<file path="src/rtl/mem_pkg.sv">
// Shared definitions for the MEM pipeline stage.
// Holds the access-size encodings, the FSM state type, the byte-enable patterns
// and a helper that folds the reserved size code onto a word access.
package mem_pkg;

  localparam int unsigned ADDR_W = 32;
  localparam int unsigned BE_W   = 4;

  // Access size encodings carried in EX/MEM
  localparam logic [1:0] SZ_BYTE = 2'd0;
  localparam logic [1:0] SZ_HALF = 2'd1;
  localparam logic [1:0] SZ_WORD = 2'd2;

  // FSM state type and encodings
  typedef logic [0:0] state_t;
  localparam state_t ST_IDLE = 1'b0;
  localparam state_t ST_BUSY = 1'b1;

  // Byte-enable patterns
  localparam logic [BE_W-1:0] BE_BYTE0   = 4'b0001;
  localparam logic [BE_W-1:0] BE_HALF_LO = 4'b0011;
  localparam logic [BE_W-1:0] BE_HALF_HI = 4'b1100;
  localparam logic [BE_W-1:0] BE_WORD    = 4'b1111;

  // The unused size code 3 behaves as a word access
  function automatic logic [1:0] norm_size(input logic [1:0] size);
    return (size == 2'd3) ? SZ_WORD : size;
  endfunction

endpackage

</file>
<file path="src/rtl/mem_load_align.sv">
// Load-data lane selection and extension (combinational).
// Ports:
//   i_rdata    : raw 32-bit word returned by data memory
//   i_off      : byte offset of the access, addr[1:0]
//   i_size     : access size (byte/half/word, 3 treated as word)
//   i_unsigned : zero-extend instead of sign-extend (ignored for words)
//   o_data_c   : extended 32-bit load value
module mem_load_align
  import mem_pkg::*;
(
  input  logic [31:0] i_rdata,
  input  logic [1:0]  i_off,
  input  logic [1:0]  i_size,
  input  logic        i_unsigned,
  output logic [31:0] o_data_c
);

  logic [7:0]  byte_v;
  logic [15:0] half_v;

  always_comb begin
    byte_v   = 8'(i_rdata >> {i_off, 3'b000});
    half_v   = i_off[1] ? i_rdata[31:16] : i_rdata[15:0];
    o_data_c = i_rdata;
    case (norm_size(i_size))
      SZ_BYTE: o_data_c = i_unsigned ? {24'h0, byte_v} : {{24{byte_v[7]}}, byte_v};
      SZ_HALF: o_data_c = i_unsigned ? {16'h0, half_v} : {{16{half_v[15]}}, half_v};
      default: o_data_c = i_rdata;
    endcase
  end

endmodule

</file>
<file path="src/rtl/mem_access_stage.sv">
// MEM pipeline stage: issues byte/half/word loads and stores to a
// variable-latency data memory over req/ack, stalls upstream while an access
// is outstanding, and owns the MEM/WB pipeline register.
// Ports:
//   i_clk, i_rst           : clock, asynchronous active-high reset
//   i_EX_MEM_*             : EX/MEM pipeline register fields
//   i_forward              : store data comes from o_MEM_WB_wdata
//   o_dmem_* / i_dmem_*    : data memory request/response handshake
//   o_stall                : hold EX/MEM and earlier stages (combinational)
//   o_misalign             : one-cycle pulse on a misaligned access
//   o_MEM_WB_*             : MEM/WB pipeline register
module mem_access_stage
  import mem_pkg::*;
#(
  parameter int unsigned REG_W  = 6,
  parameter int unsigned DATA_W = 32
) (
  input  logic              i_clk,
  input  logic              i_rst,
  input  logic [DATA_W-1:0] i_EX_MEM_alu_out,
  input  logic [DATA_W-1:0] i_EX_MEM_Rt_data,
  input  logic [REG_W-1:0]  i_EX_MEM_Rt,
  input  logic [REG_W-1:0]  i_EX_MEM_write_addr,
  input  logic              i_EX_MEM_reg_write,
  input  logic              i_EX_MEM_mem_read,
  input  logic              i_EX_MEM_mem_write,
  input  logic [1:0]        i_EX_MEM_size,
  input  logic              i_EX_MEM_unsigned,
  input  logic              i_forward,
  output logic              o_dmem_req,
  output logic              o_dmem_we,
  output logic [ADDR_W-1:0] o_dmem_addr,
  output logic [DATA_W-1:0] o_dmem_wdata,
  output logic [BE_W-1:0]   o_dmem_be,
  input  logic              i_dmem_ack,
  input  logic [DATA_W-1:0] i_dmem_rdata,
  output logic              o_stall,
  output logic              o_misalign,
  output logic              o_MEM_WB_reg_write,
  output logic [REG_W-1:0]  o_MEM_WB_write_addr,
  output logic              o_MEM_WB_mem_read,
  output logic [REG_W-1:0]  o_MEM_WB_Rt,
  output logic [DATA_W-1:0] o_MEM_WB_wdata
);

  state_t              state_q, state_d;
  logic                req_q, req_d;
  logic                we_q, we_d;
  logic [ADDR_W-1:0]   addr_q, addr_d;
  logic [DATA_W-1:0]   dwdata_q, dwdata_d;
  logic [BE_W-1:0]     be_q, be_d;
  logic                misalign_q, misalign_d;
  logic [1:0]          lat_off_q, lat_off_d;
  logic [1:0]          lat_size_q, lat_size_d;
  logic                lat_unsigned_q, lat_unsigned_d;
  logic [REG_W-1:0]    lat_waddr_q, lat_waddr_d;
  logic                lat_reg_write_q, lat_reg_write_d;
  logic                lat_mem_read_q, lat_mem_read_d;
  logic                wb_reg_write_q, wb_reg_write_d;
  logic [REG_W-1:0]    wb_waddr_q, wb_waddr_d;
  logic                wb_mem_read_q, wb_mem_read_d;
  logic [DATA_W-1:0]   wb_wdata_q, wb_wdata_d;

  logic [1:0]          size_n;
  logic [1:0]          off;
  logic                is_mem;
  logic                misal;
  logic [DATA_W-1:0]   st_data;
  logic [DATA_W-1:0]   st_rep;
  logic [BE_W-1:0]     be_calc;
  logic [DATA_W-1:0]   load_val;
  logic                stall_c;

  // Store source index is consumed by the forwarding unit, not by this stage
  logic                unused_rt;
  assign unused_rt = ^i_EX_MEM_Rt;

  mem_load_align u_load_align (
    .i_rdata    (i_dmem_rdata),
    .i_off      (lat_off_q),
    .i_size     (lat_size_q),
    .i_unsigned (lat_unsigned_q),
    .o_data_c   (load_val)
  );

  // Decode of the incoming EX/MEM access
  always_comb begin
    size_n  = norm_size(i_EX_MEM_size);
    off     = i_EX_MEM_alu_out[1:0];
    is_mem  = i_EX_MEM_mem_read | i_EX_MEM_mem_write;
    misal   = is_mem & (((size_n == SZ_HALF) & off[0]) |
                        ((size_n == SZ_WORD) & (off != 2'b00)));
    st_data = i_forward ? wb_wdata_q : i_EX_MEM_Rt_data;
    st_rep  = st_data;
    be_calc = BE_WORD;
    case (size_n)
      SZ_BYTE: begin
        st_rep  = {4{st_data[7:0]}};
        be_calc = 4'(BE_BYTE0 << off);
      end
      SZ_HALF: begin
        st_rep  = {2{st_data[15:0]}};
        be_calc = off[1] ? BE_HALF_HI : BE_HALF_LO;
      end
      default: begin
        st_rep  = st_data;
        be_calc = BE_WORD;
      end
    endcase
  end

  // Next-state and MEM/WB update
  always_comb begin
    state_d         = state_q;
    req_d           = req_q;
    we_d            = we_q;
    addr_d          = addr_q;
    dwdata_d        = dwdata_q;
    be_d            = be_q;
    misalign_d      = 1'b0;
    lat_off_d       = lat_off_q;
    lat_size_d      = lat_size_q;
    lat_unsigned_d  = lat_unsigned_q;
    lat_waddr_d     = lat_waddr_q;
    lat_reg_write_d = lat_reg_write_q;
    lat_mem_read_d  = lat_mem_read_q;
    wb_reg_write_d  = wb_reg_write_q;
    wb_waddr_d      = wb_waddr_q;
    wb_mem_read_d   = wb_mem_read_q;
    wb_wdata_d      = wb_wdata_q;
    stall_c         = 1'b0;

    case (state_q)
      ST_IDLE: begin
        if (!is_mem) begin
          wb_reg_write_d = i_EX_MEM_reg_write;
          wb_waddr_d     = i_EX_MEM_write_addr;
          wb_mem_read_d  = 1'b0;
          wb_wdata_d     = i_EX_MEM_alu_out;
        end else if (misal) begin
          misalign_d     = 1'b1;
          wb_reg_write_d = 1'b0;
          wb_mem_read_d  = 1'b0;
        end else begin
          stall_c         = 1'b1;
          state_d         = ST_BUSY;
          req_d           = 1'b1;
          we_d            = i_EX_MEM_mem_write;
          addr_d          = {i_EX_MEM_alu_out[31:2], 2'b00};
          be_d            = be_calc;
          dwdata_d        = st_rep;
          lat_off_d       = off;
          lat_size_d      = size_n;
          lat_unsigned_d  = i_EX_MEM_unsigned;
          lat_waddr_d     = i_EX_MEM_write_addr;
          lat_reg_write_d = i_EX_MEM_reg_write & ~i_EX_MEM_mem_write;
          // Read+write together behaves as a store
          lat_mem_read_d  = i_EX_MEM_mem_read & ~i_EX_MEM_mem_write;
          wb_reg_write_d  = 1'b0;
          wb_mem_read_d   = 1'b0;
        end
      end
      ST_BUSY: begin
        stall_c = ~i_dmem_ack;
        if (i_dmem_ack) begin
          state_d        = ST_IDLE;
          req_d          = 1'b0;
          we_d           = 1'b0;
          addr_d         = '0;
          dwdata_d       = '0;
          be_d           = '0;
          wb_reg_write_d = lat_reg_write_q;
          wb_waddr_d     = lat_waddr_q;
          wb_mem_read_d  = lat_mem_read_q;
          if (lat_mem_read_q) begin
            wb_wdata_d = load_val;
          end
        end
      end
      default: begin
        state_d = ST_IDLE;
      end
    endcase
  end

  // State and pipeline registers
  always_ff @(posedge i_clk or posedge i_rst) begin
    if (i_rst) begin
      state_q         <= ST_IDLE;
      req_q           <= 1'b0;
      we_q            <= 1'b0;
      addr_q          <= '0;
      dwdata_q        <= '0;
      be_q            <= '0;
      misalign_q      <= 1'b0;
      lat_off_q       <= '0;
      lat_size_q      <= '0;
      lat_unsigned_q  <= 1'b0;
      lat_waddr_q     <= '0;
      lat_reg_write_q <= 1'b0;
      lat_mem_read_q  <= 1'b0;
      wb_reg_write_q  <= 1'b0;
      wb_waddr_q      <= '0;
      wb_mem_read_q   <= 1'b0;
      wb_wdata_q      <= '0;
    end else begin
      state_q         <= state_d;
      req_q           <= req_d;
      we_q            <= we_d;
      addr_q          <= addr_d;
      dwdata_q        <= dwdata_d;
      be_q            <= be_d;
      misalign_q      <= misalign_d;
      lat_off_q       <= lat_off_d;
      lat_size_q      <= lat_size_d;
      lat_unsigned_q  <= lat_unsigned_d;
      lat_waddr_q     <= lat_waddr_d;
      lat_reg_write_q <= lat_reg_write_d;
      lat_mem_read_q  <= lat_mem_read_d;
      wb_reg_write_q  <= wb_reg_write_d;
      wb_waddr_q      <= wb_waddr_d;
      wb_mem_read_q   <= wb_mem_read_d;
      wb_wdata_q      <= wb_wdata_d;
    end
  end

  // Stall is held low throughout reset regardless of EX/MEM contents
  assign o_stall             = stall_c & ~i_rst;
  assign o_dmem_req          = req_q;
  assign o_dmem_we           = we_q;
  assign o_dmem_addr         = addr_q;
  assign o_dmem_wdata        = dwdata_q;
  assign o_dmem_be           = be_q;
  assign o_misalign          = misalign_q;
  assign o_MEM_WB_reg_write  = wb_reg_write_q;
  assign o_MEM_WB_write_addr = wb_waddr_q;
  assign o_MEM_WB_mem_read   = wb_mem_read_q;
  assign o_MEM_WB_Rt         = wb_waddr_q;
  assign o_MEM_WB_wdata      = wb_wdata_q;

endmodule
</file>
<file path="config.mk">
export PLATFORM = sky130hd
export DESIGN_NAME = mem_access_stage
export DESIGN_NICKNAME = d
export VERILOG_FILES = /design/src/rtl/mem_pkg.sv /design/src/rtl/mem_load_align.sv /design/src/rtl/mem_access_stage.sv
export SDC_FILE = /design/constraint.sdc
export NUM_CORES = 1
export LEC_CHECK = 0
export BUFFER_PORTS_ARGS = -buffer_cell sky130_fd_sc_hd__buf_2
export CAP_MARGIN = 20
export CORE_UTILIZATION = 49
export DETAILED_ROUTE_END_ITERATION = 8
export HOLD_SLACK_MARGIN = 0.1
export PLACE_DENSITY_LB_ADDON = 0.12
export RECOVER_POWER = 50
export SYNTH_ARGS = -nofsm -noshare
export SYNTH_HDL_FRONTEND = slang
export SYNTH_SLANG_ARGS = --single-unit
</file>
<file path="constraint.sdc">
create_clock -name i_clk -period 4.4 [get_ports i_clk]
set_input_delay 0.66 -clock i_clk [delete_from_list [all_inputs] [get_ports i_clk]]
set_output_delay 0.66 -clock i_clk [all_outputs]
set_load 0.01 [all_outputs]
</file>
==> impl_metrics.sql, run 1 <==
INSERT INTO impl_metrics (metric_group, metric, value, unit) VALUES
('finish', 'mostFrequentLayoutCells', '170 x sky130_fd_sc_hd__buf_2, 123 x sky130_fd_sc_hd__dfrtp_1, 106 x sky130_fd_sc_hd__nand2_1', ''),
('placement', 'io_buffers', '227', ''),
('synthesis', 'async_flop_share', '100', '%'),
('die', 'die_area', '0.0128', 'mm2'),
('clock_tree', 'cts-root-to-sink-buffers', '2', ''),
('die', 'initial_core_util', '50.2', '%'),
('worst_setup_path', 'critical_path.startpoint_type', 'input port', ''),
('power_and_ir_drop', 'peakVddDrop', '0.257', 'mV'),
('placement', 'placedInstanceArea', '0.00718', 'mm2'),
('power_and_ir_drop', 'power.density_cell_area', '614', 'mW/mm2'),
('grt', 'grt_pass1_wl', '28600', 'um'),
('min_path', 'hp-start', 'i_EX_MEM_unsigned', ''),
('finish', 'final_util', '64.8', '%'),
('worst_setup_path', 'timing.critical_path.slowest_stage_cell', 'sky130_fd_sc_hd__clkinvlp_2', ''),
('synthesis', 'post_synth_num_cell_types', '44', ''),
('grt', 'overflow', '0', ''),
('sta', 'finalCriticalPeriod', '3.33', 'ns'),
('worst_setup_path', 'r2r_setup_slack', '1.77', 'ns'),
('finish', 'final_layout_size_suffix_gt1_share', '28.7', '%'),
('synthesis', 'post_synth.cell_area_avg', '10.3', 'um2'),
('sta', 'final_total_negative_setup_slack', '0', 'ns'),
('power_and_ir_drop', 'switching_share', '34.5', '%'),
('synthesis', 'synth-edff-count', '0', ''),
('run_status', 'run_status', 'finished, violations left', ''),
('synthesis', 'synth_top_area_cell', 'sky130_fd_sc_hd__dfrtp_1', ''),
('sta', 'skew', '0.00658', 'ns'),
('power_and_ir_drop', 'total_leakage_power', '3.90', 'nW'),
('synthesis', 'synth.top_cell.area_share', '51.0', '%'),
('placement', 'post-dp-hpwl', '13500', 'um'),
('clock_tree', 'root_buffer', 'sky130_fd_sc_hd__clkbuf_16', ''),
('power_and_ir_drop', 'power.clock.fraction', '33.2', '%'),
('clock_tree', 'post-cts-setup-buffers', '0', ''),
('clock_tree', 'cts_htree_levels', '4', ''),
('run_status', 'failed_checks', 'capacitance limit, slew limit', ''),
('synthesis', 'synth.yosys.seq_area_share', '51.0', '%'),
('placement', 'routabilityCongestion', '0.873', ''),
('sta', 'slew_at_the_pin_closest_to_its_max_slew_limit', '1.56', 'ns'),
('sta', 'finalSetupViolCount', '0', ''),
('die', 'height_of_the_chip', '113', 'um'),
('power_and_ir_drop', 'power_report.internal_total', '3.13', 'mW'),
('worst_setup_path', 'ff2ff_path_depth', '4', ''),
('min_path', 'worstHoldEndpoint', 'lat_unsigned_q', ''),
('clock_tree', 'cts_repair_resize_count', '0', ''),
('worst_setup_path', 'criticalPathCategory', 'input port to output pin', ''),
('routing', 'drc_errors', '0', ''),
('finish', 'synthToLayoutAreaGrowth', '28.9', '%'),
('clock_tree', 'holdBufCountCts', '0', ''),
('routing', 'drc_violation_total_after_the_first_tritonroute_iteration', '488', ''),
('sta', 'timing_max_transition_violations_final', '35', ''),
('worst_setup_path', 'crit_path_max_fanout', '34', ''),
('power_and_ir_drop', 'switching_power', '1.65', 'mW'),
('finish', 'final_area', '0.00778', 'mm2'),
('sta', 'fmaxAchievable', '301', 'MHz'),
('sta', 'setup_ws_final', '1.07', 'ns'),
('sta', 'timing.final.hold_violations', '0', ''),
('clock_tree', 'tritoncts', 'done', ''),
('flow_run', 'max_cap_viol_count', '1', ''),
('min_path', 'worst_hold_path.num_cells', '3', ''),
('worst_setup_path', 'setup.worst_path.end_class', 'output pin', ''),
('synthesis', 'synth-warning-count', '0', ''),
('worst_setup_path', 'crit_family', 'buffers and inverters', ''),
('worst_setup_path', 'path_buf_inv', '3', ''),
('power_and_ir_drop', 'comb_power_share', '28.7', '%'),
('die', 'fp.coreArea', '0.0120', 'mm2'),
('routing', 'drt-vias-per-instance', '5.86', ''),
('worst_setup_path', 'timing.rr.start', 'state_q', ''),
('worst_setup_path', 'worstReg2RegEnd', 'o_dmem_wdata[8]', ''),
('routing', 'drt-pass1-iter-count', '5', ''),
('routing', 'avgRoutedWirePerCell', '19.7', 'um'),
('grt', 'global_route.usage.total', '29.7', '%'),
('power_and_ir_drop', 'seqPwrFrac', '38.2', '%');
[per-layer routing]
metal / routed length (um) / up-vias / global-route usage (%) / share of wire (%)
li1: - / 2533 / - / -
met1: 8040 / 2708 / 40.8 / 43
met2: 8610 / 278 / 45.3 / 46
met3: 1510 / 35 / 7.34 / 8.1
met4: 492 / 0 / 12.0 / 2.6
met5: 0 / - / 0 / 0
[Yosys cell counts, types with 9 or more instances]
cell,count
sky130_fd_sc_hd__mux2i_1,51
sky130_fd_sc_hd__a22oi_1,15
sky130_fd_sc_hd__o21ai_0,32
sky130_fd_sc_hd__buf_2,16
sky130_fd_sc_hd__nor2_1,22
sky130_fd_sc_hd__dfrtp_1,123
sky130_fd_sc_hd__a221oi_1,15
sky130_fd_sc_hd__o211ai_1,18
sky130_fd_sc_hd__nand2b_1,9
sky130_fd_sc_hd__a22o_1,50
sky130_fd_sc_hd__and3_1,11
sky130_fd_sc_hd__inv_1,11
sky130_fd_sc_hd__clkbuf_1,27
sky130_fd_sc_hd__nand2_1,106
[power groups by stage]
stage / clock network, mW / registers [mW] / logic, mW
after floorplan: 0 / 1.85 / 0.753
after global placement: 0 / 1.80 / 1.37
after detailed placement: 0 / 1.83 / 1.41
after CTS: 1.60 / 1.81 / 1.41
after global routing: 1.66 / 1.87 / 1.50
final: 1.58 / 1.83 / 1.37
[worst max path at each step]
stage,startpoint,endpoint,depth (start not counted)
after floorplan,i_rst,o_stall,2
after global placement,state_q,o_stall,4
after detailed placement,state_q,o_stall,4
after CTS,state_q,o_stall,4
after global routing,i_rst,o_stall,4
final,i_rst,o_stall,4
[registers in the layout, summed over array words and instances (netlist names), 2 cells and up]
register,cells
lat_off_q,2
o_MEM_WB_wdata,32
o_dmem_be,4
o_MEM_WB_Rt,6
lat_size_q,2
o_dmem_addr,30
o_dmem_wdata,32
lat_waddr_q,6
[layout make-up]
class                      count  area [um2]
multi-input combinational    398        2680
timing repair buffer         235        1120
clock buffer                  17         425
sequential                   123        3080
clock inverter                15         246
fill                        1005        4230
antenna                        1        2.50
tap                          147         184
inverter                      11        42.5
[metrics by stage]
stage | power [mW] | std cells
after floorplan | 2.61 | 588
after global placement | 3.18 | 913
after detailed placement | 3.23 | 914
after CTS | 4.82 | 946
after global routing | 5.03 | 947
final | 4.78 | 947
[cell families after synthesis]
| family | share of synthesized area (%) |
|---|---|
| AO/OA/AOI/OAI | 21.8 |
| AND/OR/NAND/NOR | 11.5 |
| flip-flops | 51.0 |
| buffers and inverters | 5.12 |
| multiplexers | 10.3 |
| XOR/XNOR | 0.145 |
| other | 0.0621 |
[worst min-delay path: stages]
cell and delay (ns):
sky130_fd_sc_hd__buf_2 0.08, sky130_fd_sc_hd__nand2_1 0.04, sky130_fd_sc_hd__nand2_1 0.05
Note: power is estimated with default switching activity, not from simulation.
==> run 2: changes to the inputs <==
--- a/config.mk
+++ b/config.mk
@@ -5,9 +5,10 @@
 export SDC_FILE = /design/constraint.sdc
 export NUM_CORES = 1
 export LEC_CHECK = 0
+export ABC_AREA = 1
 export BUFFER_PORTS_ARGS = -buffer_cell sky130_fd_sc_hd__buf_2
 export CAP_MARGIN = 20
-export CORE_UTILIZATION = 49
+export CORE_UTILIZATION = 45
 export DETAILED_ROUTE_END_ITERATION = 8
 export HOLD_SLACK_MARGIN = 0.1
 export PLACE_DENSITY_LB_ADDON = 0.12
==> constraint.sdc (replaced) <==
create_clock -name i_clk -period 2.8 [get_ports i_clk]
set_input_delay 0.42 -clock i_clk [delete_from_list [all_inputs] [get_ports i_clk]]
set_output_delay 0.42 -clock i_clk [all_outputs]
set_load 0.01 [all_outputs]
==> run 2 against run 1 <==
The run still ends with capacitance limit, slew limit left. Sequential power grew 56%. Global-route usage shrank 0.59 points. Worst setup slack lost 0.60 ns. Largest power group unchanged. Final cell count grew 34%. Sequential share of layout area shrank 1.2 points. Synthesized cell count grew 48%.
==> impl_metrics.sql, run 2 <==
INSERT INTO impl_metrics (metric_group, metric, value, unit) VALUES
('routing', 'drt-vias-per-instance', '5.13', ''),
('power_and_ir_drop', 'total_leakage_power', '4.20', 'nW'),
('finish', 'mostFrequentLayoutCells', '366 x sky130_fd_sc_hd__nand2_1, 169 x sky130_fd_sc_hd__buf_2, 123 x sky130_fd_sc_hd__dfrtp_1', ''),
('clock_tree', 'cts_htree_levels', '4', ''),
('synthesis', 'yosysMostFrequentCell', 'sky130_fd_sc_hd__nand2_1', ''),
('synthesis', 'async_flop_share', '100', '%'),
('synthesis', 'synth-edff-count', '0', ''),
('placement', 'routabilityCongestion', '0.892', ''),
('synthesis', 'ys_top_cells_by_area', 'sky130_fd_sc_hd__dfrtp_1 48%, sky130_fd_sc_hd__nand2_1 22%, sky130_fd_sc_hd__a21oi_1 6.1%', ''),
('finish', 'final_area', '0.00802', 'mm2'),
('worst_setup_path', 'crit_path_max_fanout', '20', ''),
('min_path', 'worstHoldPathType', 'input port to flop', ''),
('clock_tree', 'cts-root-to-sink-buffers', '2', ''),
('worst_setup_path', 'required_time_of_the_critical_path', '2.38', 'ns'),
('grt', 'overflow', '0', ''),
('grt', 'grt_antenna_before_repair', '5', ''),
('sta', 'fmaxAchievable', '430', 'MHz'),
('power_and_ir_drop', 'peakVddDrop', '0.386', 'mV'),
('finish', 'fillerInstances', '1403', ''),
('sta', 'slew_at_the_pin_closest_to_its_max_slew_limit', '1.64', 'ns'),
('finish', 'layout.cells.most_common', 'sky130_fd_sc_hd__nand2_1', ''),
('finish', 'synthToLayoutAreaGrowth', '26.1', '%'),
('clock_tree', 'insertion_delay', '0.42', 'ns'),
('worst_setup_path', 'criticalPathCategory', 'flop to output pin', ''),
('synthesis', 'netlist_instances', '871', ''),
('clock_tree', 'tritoncts', 'done', ''),
('power_and_ir_drop', 'power.density_cell_area', '945', 'mW/mm2'),
('routing', 'drt-pass1-iter-count', '5', ''),
('sta', 'finalSetupViolCount', '0', ''),
('die', 'height_of_the_chip', '121', 'um'),
('clock_tree', 'number_of_cts_inserted_buffers', '17', ''),
('flow_run', 'max_cap_viol_count', '1', ''),
('placement', 'io_buffers', '227', ''),
('routing', 'route.final.wire_length', '21000', 'um'),
('clock_tree', 'root_buffer', 'sky130_fd_sc_hd__clkbuf_16', ''),
('clock_tree', 'post-cts-setup-buffers', '0', ''),
('die', 'fp.coreArea', '0.0138', 'mm2'),
('routing', 'drc_violation_total_after_the_first_tritonroute_iteration', '594', ''),
('sta', 'finalCriticalPeriod', '2.33', 'ns'),
('sta', 'timing.final.hold_violations', '0', ''),
('synthesis', 'synth-warning-count', '0', ''),
('clock_tree', 'holdBufCountCts', '0', ''),
('routing', 'vias', '6507', ''),
('finish', 'design.final.nets', '1189', ''),
('worst_setup_path', 'worst-endpoint-arrival', '1.91', 'ns'),
('die', 'std_cell_rows', '43', ''),
('clock_tree', 'cts.sinks', '123', ''),
('placement', 'post-dp-hpwl', '15300', 'um'),
('finish', 'final_layout_size_suffix_gt1_share', '21.3', '%'),
('worst_setup_path', 'worst_path_largest_cell_delay', '0.78', 'ns'),
('worst_setup_path', 'crit_family', 'flip-flops', ''),
('routing', 'final_antenna_net_count', '0', ''),
('die', 'die_area', '0.0146', 'mm2'),
('grt', 'grt_max_degree', '85', ''),
('worst_setup_path', 'timing.critical_path.slowest_stage_cell', 'sky130_fd_sc_hd__dfrtp_1', ''),
('grt', 'grt_pass1_wl', '31800', 'um'),
('worst_setup_path', 'critical_path.startpoint_type', 'flop', ''),
('worst_setup_path', 'setup.worst_path.end_class', 'output pin', ''),
('routing', 'avgRoutedWirePerCell', '16.6', 'um'),
('synthesis', 'post_synth.cell_area_avg', '7.30', 'um2'),
('clock_tree', 'cts_repair_resize_count', '0', ''),
('die', 'initial_core_util', '46.0', '%'),
('synthesis', 'synth.yosys.seq_area_share', '48.4', '%'),
('synthesis', 'synth_top_area_cell', 'sky130_fd_sc_hd__dfrtp_1', ''),
('placement', 'placedInstanceArea', '0.00754', 'mm2'),
('worst_setup_path', 'path_buf_inv', '3', ''),
('synthesis', 'synth.cells.most_frequent', '366 x sky130_fd_sc_hd__nand2_1, 123 x sky130_fd_sc_hd__dfrtp_1, 77 x sky130_fd_sc_hd__a21oi_1, 51 x sky130_fd_sc_hd__nand3_1, 48 x sky130_fd_sc_hd__nor2_1', ''),
('sta', 'timing_max_transition_violations_final', '34', ''),
('die', 'i_o_pins', '236', ''),
('run_status', 'failed_checks', 'capacitance limit, slew limit', ''),
('clock_tree', 'clk_pin_slew', '0.06', 'ns'),
('sta', 'fin_crit_sh', '83.1', '%'),
('die', 'fp.dieW', '121', 'um'),
('synthesis', 'synth-main-ff-cell', 'sky130_fd_sc_hd__dfrtp_1', ''),
('sta', 'skew', '0.00664', 'ns'),
('synthesis', 'synth.top_cell.area_share', '48.4', '%'),
('sta', 'grt_setup_unrepaired', 'no', ''),
('sta', 'worst_slew_slack_as_a_fraction_of_its_limit', '-9.70', '%'),
('synthesis', 'post_synth_num_cell_types', '25', ''),
('worst_setup_path', 'worstPathCellList', 'inv_2 -> nor2_1 -> inv_1 -> a21oi_1 -> buf_2', ''),
('grt', 'global_route.usage.total', '29.1', '%'),
('synthesis', 'yosys_register_bits', '123', ''),
('routing', 'drc_errors', '0', ''),
('grt', 'vias_in_the_first_global_route', '5874', ''),
('sta', 'final_total_negative_setup_slack', '0', 'ns'),
('run_status', 'run_status', 'finished, violations left', ''),
('synthesis', 'cell_area_after_synthesis', '0.00636', 'mm2');
## run 2: worst paths after layout
path	cells past startpoint	from	slack [ns]	end
worst min register to register	2	o_dmem_wdata[22]	0.47	o_dmem_wdata[22]
worst min-delay path	2	i_EX_MEM_mem_write	0.19	lat_mem_read_q
max in group asynchronous	3	i_rst	0.68	o_MEM_WB_Rt[5]
min in group asynchronous	2	i_rst	0.38	lat_mem_read_q
worst max register to register	6	state_q	0.71	o_dmem_wdata[10]
worst max-delay path	5	state_q	0.47	o_stall
## run 2: cell type report
cell class | count | area, um2 | area share, %
well taps | 180 | 225 | 2.81
inverters | 39 | 148 | 1.84
diodes | 5 | 12.5 | 0.156
multi-input cells | 646 | 2790 | 34.8
flip-flops and latches | 123 | 3080 | 38.4
clock inverters | 7 | 62.6 | 0.780
repair buffers | 244 | 1200 | 15.0
clock buffers | 25 | 505 | 6.30
## run 2: report_power, final
group          total (mW)  switching [mW]  leakage [nW]  internal [mW]
Clock                2.10           0.771         0.283           1.33
Sequential           2.86           0.495          1.52           2.37
Combinational        2.62            1.68          2.40          0.934
## run 2: routing by layer
metal | GRT usage, % | vias to the layer above | part of all wire [%]
met2 | 44.6 | 274 | 46
met1 | 38.7 | 2990 | 43
met4 | 14.6 | 0 | 3.8
met3 | 6.53 | 47 | 7.3
met5 | 0 | - | 0
li1 | - | 3196 | -
## run 2: logic make-up (layout without fill, tap and decap cells)
group | after synthesis | in the layout | synth area share (%)
compound gates | 165 | 165 | 13.7
buf+inv | 103 | 315 | 7.83
flops | 123 | 123 | 48.4
mux | 1 | 1 | 0.157
other cells | 1 | 7 | 0.0590
simple gates | 478 | 478 | 29.9
## run 2: metrics by stage
stage	power [mW]	hold slack, ns	setup WS, ns	util [%]	cells
detailed placement	5.55	0.453	0.550	54.6	1232
finish	7.58	0.192	0.474	58.0	1269
floorplan	4.43	0.449	0.869	-	872
CTS	7.66	0.174	0.466	58.7	1264
global placement	5.50	0.450	0.561	54.6	1232
global route	8.05	0.192	0.219	58.0	1267
==> run 3: changes to the inputs <==
==> constraint.sdc (replaced) <==
create_clock -name i_clk -period 2 [get_ports i_clk]
set_input_delay 0.3 -clock i_clk [delete_from_list [all_inputs] [get_ports i_clk]]
set_output_delay 0.3 -clock i_clk [all_outputs]
set_load 0.01 [all_outputs]
==> run 3 against run 2 <==
The run now ends clean. Via count rose by 1.1%. Global-route usage grew 0.67 points. Routed wire length is 1.5% higher. Clock power increased by 40%. Hold slack worse by 0.085 ns. Critical path depth stayed put. First-iteration DRC count increased by 1.3%. Count of clock-buffer cells in the layout shrank 1. Worst setup slack worse by 0.33 ns. Critical path type unchanged. Largest cell class unchanged.
==> impl_metrics.sql, run 3 (synthesis gave the netlist of run 2 again) <==
INSERT INTO impl_metrics (metric_group, metric, value, unit) VALUES
('run_status', 'run_status', 'complete, no violations', ''),
('min_path', 'worst_hold_path.num_cells', '3', ''),
('placement', 'io_buffers', '227', ''),
('routing', 'drc_errors', '0', ''),
('sta', 'fmaxAchievable', '538', 'MHz'),
('worst_setup_path', 'critical_path.startpoint_type', 'flop', ''),
('worst_setup_path', 'criticalPathCategory', 'flop to output pin', ''),
('clock_tree', 'cts.sinks', '123', ''),
('grt', 'global_route.usage.total', '29.8', '%'),
('finish', 'layout.cells.non_filler', '1284', ''),
('grt', 'vias_in_the_first_global_route', '5981', ''),
('min_path', 'worstHoldEndpoint', 'o_dmem_addr[19]', ''),
('finish', 'final_layout_size_suffix_gt1_share', '21.8', '%'),
('routing', 'vias', '6581', ''),
('clock_tree', 'cts-root-to-sink-buffers', '2', ''),
('power_and_ir_drop', 'total_leakage_power', '4.31', 'nW'),
('clock_tree', 'cts_htree_levels', '4', ''),
('die', 'initial_core_util', '46.0', '%'),
('power_and_ir_drop', 'power.density_cell_area', '1300', 'mW/mm2'),
('routing', 'avgRoutedWirePerCell', '16.6', 'um'),
('clock_tree', 'clk_pin_slew', '0.05', 'ns'),
('finish', 'fillerInstances', '1382', ''),
('finish', 'mostFrequentLayoutCells', '366 x sky130_fd_sc_hd__nand2_1, 176 x sky130_fd_sc_hd__buf_2, 123 x sky130_fd_sc_hd__dfrtp_1', ''),
('worst_setup_path', 'timing.rr.start', 'lat_off_q[1]', ''),
('worst_setup_path', 'ff2ff_path_depth', '8', ''),
('placement', 'post-dp-hpwl', '15300', 'um'),
('min_path', 'hp-start', 'i_EX_MEM_alu_out[19]', ''),
('clock_tree', 'number_of_cts_inserted_buffers', '17', ''),
('sta', 'final_total_negative_setup_slack', '0', 'ns'),
('min_path', 'worstHoldPathType', 'input port to flop', ''),
('worst_setup_path', 'crit_path_max_fanout', '12', ''),
('placement', 'dp.cells', '1237', ''),
('die', 'std_cell_rows', '43', ''),
('sta', 'skew', '0.0106', 'ns'),
('worst_setup_path', 'setup.worst_path.end_class', 'output pin', ''),
('sta', 'worst_slew_slack_as_a_fraction_of_its_limit', '16.6', '%'),
('sta', 'fin_crit_sh', '93.0', '%'),
('die', 'i_o_pins', '236', ''),
('routing', 'drt-vias-per-instance', '5.13', ''),
('placement', 'routabilityCongestion', '0.912', ''),
('worst_setup_path', 'required_time_of_the_critical_path', '1.70', 'ns'),
('finish', 'design.final.nets', '1211', ''),
('die', 'height_of_the_chip', '121', 'um'),
('finish', 'area.sequential', '0.00308', 'mm2'),
('clock_tree', 'tritoncts', 'done', ''),
('sta', 'timing_max_transition_violations_final', '0', ''),
('grt', 'grt_pass1_wl', '32400', 'um'),
('die', 'fp.dieW', '121', 'um'),
('flow_run', 'max_cap_viol_count', '0', ''),
('grt', 'grt_max_degree', '69', ''),
('sta', 'setup_ws_final', '0.140', 'ns'),
('grt', 'grt_antenna_before_repair', '3', ''),
('routing', 'drc_violation_total_after_the_first_tritonroute_iteration', '602', ''),
('sta', 'timing.final.hold_violations', '0', ''),
('worst_setup_path', 'r2r_setup_slack', '0.29', 'ns'),
('routing', 'final_antenna_net_count', '0', ''),
('routing', 'drt-pass1-iter-count', '5', ''),
('sta', 'finalSetupViolCount', '0', ''),
('sta', 'slew_at_the_pin_closest_to_its_max_slew_limit', '1.25', 'ns'),
('placement', 'preCtsSetupSlack', '0.298', 'ns'),
('worst_setup_path', 'worstReg2RegEnd', 'o_MEM_WB_wdata[30]', ''),
('clock_tree', 'insertion_delay', '0.43', 'ns'),
('finish', 'synthToLayoutAreaGrowth', '29.5', '%'),
('sta', 'finalCriticalPeriod', '1.86', 'ns'),
('sta', 'grt_setup_unrepaired', 'no', ''),
('die', 'die_area', '0.0146', 'mm2'),
('worst_setup_path', 'worst-endpoint-arrival', '1.56', 'ns'),
('finish', 'final_util', '59.6', '%'),
('finish', 'multi_input_comb_area', '0.00279', 'mm2'),
('routing', 'route.final.wire_length', '21300', 'um'),
('clock_tree', 'root_buffer', 'sky130_fd_sc_hd__clkbuf_16', ''),
('clock_tree', 'post-cts-setup-buffers', '0', ''),
('grt', 'overflow', '0', ''),
('finish', 'layout.cells.most_common', 'sky130_fd_sc_hd__nand2_1', ''),
('die', 'fp.coreArea', '0.0138', 'mm2'),
('power_and_ir_drop', 'peakVddDrop', '0.593', 'mV');
==> run 3: changes by cell type in the layout (fill, tap and decap cells not counted), sizes merged <==
cell         before  now
diode             5    3
buf             182  195
dlygate4sd3       0   17
clkbuf           87   78
bufinv            1    2
clkinvlp          2    1
clkinv            5    1
==> run 3: worst max-delay path by stage <==
stage | startpoint | end | slack (ns) | cells past startpoint
after floorplan | i_rst | lat_mem_read_q | 0.19 | 1
after global placement | i_EX_MEM_alu_out[0] | o_dmem_wdata[16] | 0.35 | 9
after detailed placement | i_EX_MEM_alu_out[0] | o_dmem_wdata[8] | 0.30 | 9
after CTS | state_q | o_stall | 0.11 | 5
after global routing | state_q | o_stall | 0.02 | 5
final | state_q | o_stall | 0.14 | 5
==> run 3: area by class of cell <==
cell class / count / share of cell area [%]
Clock buffer: 24 / 5.85
Multi-Input combinational cell: 646 / 33.9
Sequential cell: 123 / 37.4
Antenna cell: 3 / 0.0911
Clock inverter: 3 / 0.790
Timing Repair Buffer: 266 / 17.5
Inverter: 39 / 1.82
Tap cell: 180 / 2.73
==> run 3: layer usage <==
layer | vias up | wire [um] | GRT usage (%)
li1 | 3238 | - | -
met1 | 3040 | 9070 | 38.9
met2 | 254 | 10000 | 47.0
met3 | 47 | 1560 | 7.14
met4 | 2 | 698 | 12.9
met5 | - | 9 | 0
==> run 3: through the flow <==
stage               area (um2)  hold slack, ns  total power, mW
finish                    8240           0.107             10.7
global route              8230           0.119             11.4
CTS                       8320           0.101             10.8
detailed placement        7610           0.450             7.81
global placement          7610           0.449             7.75
floorplan                 6370           0.385             6.20
==> run 3: critical path, cell delays in order (launching register included) <==
cell                      delay, ns
sky130_fd_sc_hd__dfrtp_1       0.43
sky130_fd_sc_hd__nor2_1        0.15
sky130_fd_sc_hd__nand2_2       0.09
sky130_fd_sc_hd__buf_4         0.19
sky130_fd_sc_hd__a21oi_1       0.12
sky130_fd_sc_hd__buf_2         0.15
==> run 3: timing repair <==
action | in CTS | in global routing
hold endpoints to repair | 139 | 0
setup endpoints to repair | 0 | 1
hold buffers | 17 | 0
gates resized for setup | 0 | 1
==> run 3: power breakdown <==
| group | internal, mW | switching [mW] | leakage, nW | total, mW |
|---|---|---|---|---|
| combinational | 1.39 | 2.41 | 2.53 | 3.80 |
| clock | 1.89 | 1.05 | 0.268 | 2.94 |
| sequential | 3.32 | 0.657 | 1.52 | 3.97 |
